===== src/rtl/ila_capture_ctrl.sv =====
// ILA capture/trigger controller: writes probe samples into a circular sample memory and stops P samples after a masked trigger.
// Define ILA_EDGE_TRIG_EN to fire only on a rising edge of the match condition instead of on its level.
module ila_capture_ctrl #(
  parameter int DATA_WIDTH = 32,
  parameter int ADDR_WIDTH = 8
) (
  input  logic                  clock,
  input  logic                  reset,
  input  logic                  arm_i,
  input  logic                  abort_i,
  input  logic [DATA_WIDTH-1:0] probe_i,
  input  logic [DATA_WIDTH-1:0] trig_mask_i,
  input  logic [DATA_WIDTH-1:0] trig_value_i,
  input  logic [ADDR_WIDTH-1:0] post_count_i,
  output logic                  write_en_o,
  output logic [ADDR_WIDTH-1:0] waddr_o,
  output logic [DATA_WIDTH-1:0] data_write_mem_o,
  output logic [ADDR_WIDTH-1:0] trig_addr_o,
  output logic [ADDR_WIDTH-1:0] start_addr_o,
  output logic                  done_o,
  output logic [2:0]            state_o
);

  typedef enum logic [2:0] {
    IDLE  = 3'd0,
    FILL  = 3'd1,
    ARMED = 3'd2,
    POST  = 3'd3,
    DONE  = 3'd4
  } state_e;

  state_e                state_q, state_d;
  logic [ADDR_WIDTH-1:0] wptr_q, wptr_d;
  logic [ADDR_WIDTH-1:0] cnt_q, cnt_d;
  logic [ADDR_WIDTH-1:0] post_q, post_d;
  logic [ADDR_WIDTH-1:0] trig_addr_q, trig_addr_d;
  logic [ADDR_WIDTH-1:0] start_addr_q, start_addr_d;
  logic                  write_en_q, write_en_d;
  logic [ADDR_WIDTH-1:0] waddr_q, waddr_d;
  logic [DATA_WIDTH-1:0] wdata_q, wdata_d;

  logic                  match;
  logic                  trig_hit;
  logic                  arm_ok;
  logic                  capturing;
  logic [ADDR_WIDTH-1:0] cnt_inc;
  logic [ADDR_WIDTH-1:0] pre_cnt;
  logic [ADDR_WIDTH-1:0] arm_pre;

  assign match     = ((probe_i ^ trig_value_i) & trig_mask_i) == '0;
  // post_count_i can never exceed DEPTH-1, so P needs no clamp and PRE = DEPTH-1-P is simply ~P.
  assign pre_cnt   = ~post_q;
  assign arm_pre   = ~post_count_i;
  assign cnt_inc   = cnt_q + 1'b1;
  assign arm_ok    = arm_i && ((state_q == IDLE) || (state_q == DONE));
  assign capturing = (state_q == FILL) || (state_q == ARMED) || (state_q == POST);

`ifdef ILA_EDGE_TRIG_EN
  logic prev_match_q;

  // Tracking the match every cycle means the arm cycle seeds it, so a match already true at arm is not an edge.
  always_ff @(posedge clock or negedge reset) begin
    if (!reset) begin
      prev_match_q <= 1'b0;
    end else begin
      prev_match_q <= match;
    end
  end

  assign trig_hit = match && !prev_match_q;
`else
  assign trig_hit = match;
`endif

  always_comb begin
    state_d      = state_q;
    wptr_d       = wptr_q;
    cnt_d        = cnt_q;
    post_d       = post_q;
    trig_addr_d  = trig_addr_q;
    start_addr_d = start_addr_q;
    write_en_d   = 1'b0;
    waddr_d      = waddr_q;
    wdata_d      = wdata_q;

    if (abort_i) begin
      state_d = IDLE;
    end else if (arm_ok) begin
      post_d  = post_count_i;
      wptr_d  = '0;
      cnt_d   = '0;
      state_d = (arm_pre == '0) ? ARMED : FILL;
    end else if (capturing) begin
      write_en_d = 1'b1;
      waddr_d    = wptr_q;
      wdata_d    = probe_i;
      wptr_d     = wptr_q + 1'b1;
      cnt_d      = cnt_inc;
      case (state_q)
        FILL: begin
          if (cnt_inc == pre_cnt) state_d = ARMED;
        end
        ARMED: begin
          if (trig_hit) begin
            trig_addr_d = wptr_q;
            cnt_d       = '0;
            if (post_q == '0) begin
              state_d      = DONE;
              start_addr_d = wptr_q + 1'b1;
            end else begin
              state_d = POST;
            end
          end
        end
        POST: begin
          // The buffer is full at this point, so the oldest sample sits at the next write address.
          if (cnt_inc == post_q) begin
            state_d      = DONE;
            start_addr_d = wptr_q + 1'b1;
          end
        end
        default: ;
      endcase
    end
  end

  always_ff @(posedge clock or negedge reset) begin
    if (!reset) begin
      state_q      <= IDLE;
      wptr_q       <= '0;
      cnt_q        <= '0;
      post_q       <= '0;
      trig_addr_q  <= '0;
      start_addr_q <= '0;
      write_en_q   <= 1'b0;
      waddr_q      <= '0;
      wdata_q      <= '0;
    end else begin
      state_q      <= state_d;
      wptr_q       <= wptr_d;
      cnt_q        <= cnt_d;
      post_q       <= post_d;
      trig_addr_q  <= trig_addr_d;
      start_addr_q <= start_addr_d;
      write_en_q   <= write_en_d;
      waddr_q      <= waddr_d;
      wdata_q      <= wdata_d;
    end
  end

  assign write_en_o       = write_en_q;
  assign waddr_o          = waddr_q;
  assign data_write_mem_o = wdata_q;
  assign trig_addr_o      = trig_addr_q;
  assign start_addr_o     = start_addr_q;
  assign done_o           = (state_q == DONE);
  assign state_o          = state_q;

endmodule

===== config.mk =====
export PLATFORM = sky130hd
export DESIGN_NAME = ila_capture_ctrl
export DESIGN_NICKNAME = d
export VERILOG_FILES = /design/src/rtl/ila_capture_ctrl.sv
export SDC_FILE = /design/constraint.sdc
export NUM_CORES = 1
export LEC_CHECK = 0
export BUFFER_PORTS_ARGS = -buffer_cell sky130_fd_sc_hd__buf_4
export CORE_UTILIZATION = 30
export DETAILED_ROUTE_END_ITERATION = 16
export SYNTH_ARGS = -nofsm -noshare
export SYNTH_HDL_FRONTEND = slang
export SYNTH_SLANG_ARGS = --single-unit

===== constraint.sdc =====
create_clock -name clock -period 2.3 [get_ports clock]
set_input_delay 0.69 -clock clock [delete_from_list [all_inputs] [get_ports clock]]
set_output_delay 0.69 -clock clock [all_outputs]
set_load 0.02 [all_outputs]

==> impl_metrics.ini <==
[run_status]
status = finished with violations
violations = setup timing

[critical_path]
worstPathCellList = buf_4 -> xor2_1 -> a22oi_2 -> nand4_1 -> nor4_4 -> buf_4 -> buf_6 -> nand3_4 -> mux2_4
cp-startpoint = trig_value_i[0]
regToRegStartpoint = cnt_q[0]$_DFFE_PN0P_
critPathBufInv = 3
rrSetupSlack_ns = 0.06
endpoint_kind = flop
worstRegToRegCells = 8
worstPathMaxFanout = 8
r2r_end = start_addr_o[5]$_DFFE_PN0P_
crit_top_cell = buf_4
slowest_stage = nor4_4
cp-start-kind = input port
cp_top_family = simple AND/OR/NAND/NOR gates
cp.arrival_ns = 2.54
slowest_delay_ns = 0.36
path_class = input port to flop
crit_required_ns = 2.53

[cts]
htree_levels = 3
clk_root_buffer_cell = clkbuf_16
path_clk_slew_ns = 0.07
numCtsBuffers = 9
insertion_delay_ns = 0.35
cts_tree = built
cts_num_sinks = 84
ctsLongestPathBuffers = 2
ctsHoldBuffers = 0

[power_and_ir_drop]
power_leakage_nw = 3.40
ir_drop_mv = 0.584
power_density_nw_per_um2 = 1100

[cells_and_area]
layout_commonest_cell = buf_4
fill_cells = 1343
drive_gt1_share_pct = 40.7
diodes = 0
fin_nets = 775
final_cell_mix = buf_4 (208), nand2_1 (139), dfrtp_1 (83), xor2_1 (36), a22oi_1 (14)
area_growth_pct = 50.3

[timing]
period_needed_ns = 2.31
fmax_mhz = 433
worst_pin_slew_ns = 0.761
setup_violations = 3
rsz0062_at_grt = yes
fin_crit_sh_pct = 100
whs_ns = 0.276
worst_slack_ns = -0.00741
max_slew_margin_pct = 49.1
finalMaxSlewViolations = 0
timing.final.hold_violations = 0
fin_worst_skew_ns = 0.0111
setup-tns-final_ns = -0.0153

[grt]
grt_max_degree = 39
grt-ovfl-total = 0
antenna_found_initial = 0
grt_pass1_vias = 4014
gr-usage-all-layers_pct = 17.2
grt_pass1_wl_microns = 19900

[die]
fp.coreArea_sq_um = 14100
io_pins = 169
initial_core_util_pct = 31.3
die_area_sq_um = 15200
fp.dieH_microns = 123
rows = 43
die_w_microns = 123

[route]
routed_wl_microns = 13100
drc = 0
post_drt_via_cell_ratio = 4.79
drt-initial-drc-count = 204
postRouteAntennaNets = 0
avgRoutedWirePerCell_microns = 15.4
drt-pass1-iter-count = 4
vias = 4070

[hold_path]
holdCritPathClass = input port to asynchronous set/reset pin

[logic_synthesis]
syn-cell-area_sq_um = 4410
synth_seq_cells = 84
synth_nets = 570
synth_edf_count = 0
async_flop_share_pct = 100
ys_types = 51
synth-main-ff-cell = dfrtp_1
synth_top_cell_area_share_pct = 47.6
synth.area.top_cells = dfrtp_1 (48%), nand2_1 (12%), xor2_1 (7.3%)
yosysTopAreaCell = dfrtp_1
synthCells = 460
synth.yosys.warnings = 0
postSynthAreaPerCell_sq_um = 9.59
synth_seq_area_share_pct = 47.6

[placed_design]
numPortBuffers = 168
dp_hpwl_microns = 9900
globalplace.congestion = 0.799

[flow_run]
maxCapViolations = 0
[report_power, final]
| part | internal, mW | switching (mW) | total (mW) |
|---|---|---|---|
| Combinational | 1.45 | 1.83 | 3.28 |
| Clock | 0.896 | 0.665 | 1.56 |
| Sequential | 2.01 | 0.443 | 2.45 |
| Total | 4.35 | 2.94 | 7.29 |
[layer usage]
metal / share of wire [%] / track usage [%] / vias up
met2: 49 / 29.4 / 165
met5: 0 / 0 / -
met1: 42 / 21.0 / 1904
li1: - / - / 1985
met4: 1.2 / 5.65 / 0
met3: 7.6 / 4.52 / 16
[cells by family after synthesis]
| family | after synthesis | synth area share (%) |
|---|---|---|
| AO/OA/AOI/OAI | 63 | 10.7 |
| XOR/XNOR | 49 | 10.0 |
| adder cells (fa/ha/maj) | 2 | 0.567 |
| buffers and inverters | 33 | 3.26 |
| flip-flops | 84 | 47.6 |
| multiplexers | 26 | 6.98 |
| AND/OR/NAND/NOR | 203 | 20.8 |
[synthesized netlist by cell type, types with 2 or more instances]
library cell / number
xnor2_1: 11
inv_1: 8
a22o_1: 2
nand2_1: 139
nand3_1: 7
mux2_1: 10
o21ai_0: 12
xor2_1: 37
nand4_1: 9
a2111oi_0: 5
nor2b_1: 4
ha_1: 2
nor3b_1: 2
and4_1: 2
nor3_1: 3
buf_1: 5
a32oi_1: 2
a221o_1: 6
dfrtp_1: 84
a21oi_1: 7
buf_2: 7
nand3_4: 2
or3_1: 4
and3_1: 4
nor4_1: 2
buf_4: 3
mux2i_1: 3
o22ai_1: 3
mux2_2: 8
nand2b_1: 3
nor2_1: 12
clkbuf_1: 10
mux2_4: 5
and2_1: 5
a22oi_1: 16
[state kept, by name, summed over array words and instances, names as in the netlist]
signal	count
data_write_mem_o	32
cnt_q	8
post_q	8
start_addr_o	8
trig_addr_o	8
waddr_o	8
wptr_q	8
state_o	3
write_en_o	1
[worst max path at each step]
stage	to	slack, ns	depth (start not counted)
finish	trig_addr_o[0]$_DFFE_PN0P_	-0.007	9
global route	trig_addr_o[2]$_DFFE_PN0P_	-0.09	9
floorplan	trig_addr_o[0]$_DFFE_PN0P_	0.05	7
detailed placement	start_addr_o[1]$_DFFE_PN0P_	-0.55	9
global placement	trig_addr_o[7]$_DFFE_PN0P_	-0.55	9
CTS	trig_addr_o[1]$_DFFE_PN0P_	-0.09	9
[area by class of cell]
type / instances / area (sq um) / area share [%]
repair buffers: 219 / 1700 / 25.7
multi-input cells: 343 / 2250 / 34.0
clock buffers: 10 / 239 / 3.60
flip-flops and latches: 84 / 2100 / 31.7
clock inverters: 6 / 76.3 / 1.15
well taps: 180 / 225 / 3.40
inverters: 8 / 30.0 / 0.453
[what timing repair did]
item,in CTS,in global routing
buffers inserted,1,1
pin swaps,8,9
resized for setup,17,11
setup endpoints to repair,26,29
[through the flow]
step	instances	setup WS, ns	util, %	total power [mW]	cell area [sq um]
3_5_place_dp	832	-0.554	43.8	5.73	6180
3_3_place_gp	832	-0.552	43.8	5.63	6180
5_1_grt	850	-0.0925	47.0	7.81	6630
2_1_floorplan	460	0.0490	-	4.28	4410
4_1_cts	849	-0.0900	46.6	7.36	6580
6_report	850	-0.00741	47.0	7.29	6630
No activity file was read; power rests on OpenSTA's default activity.
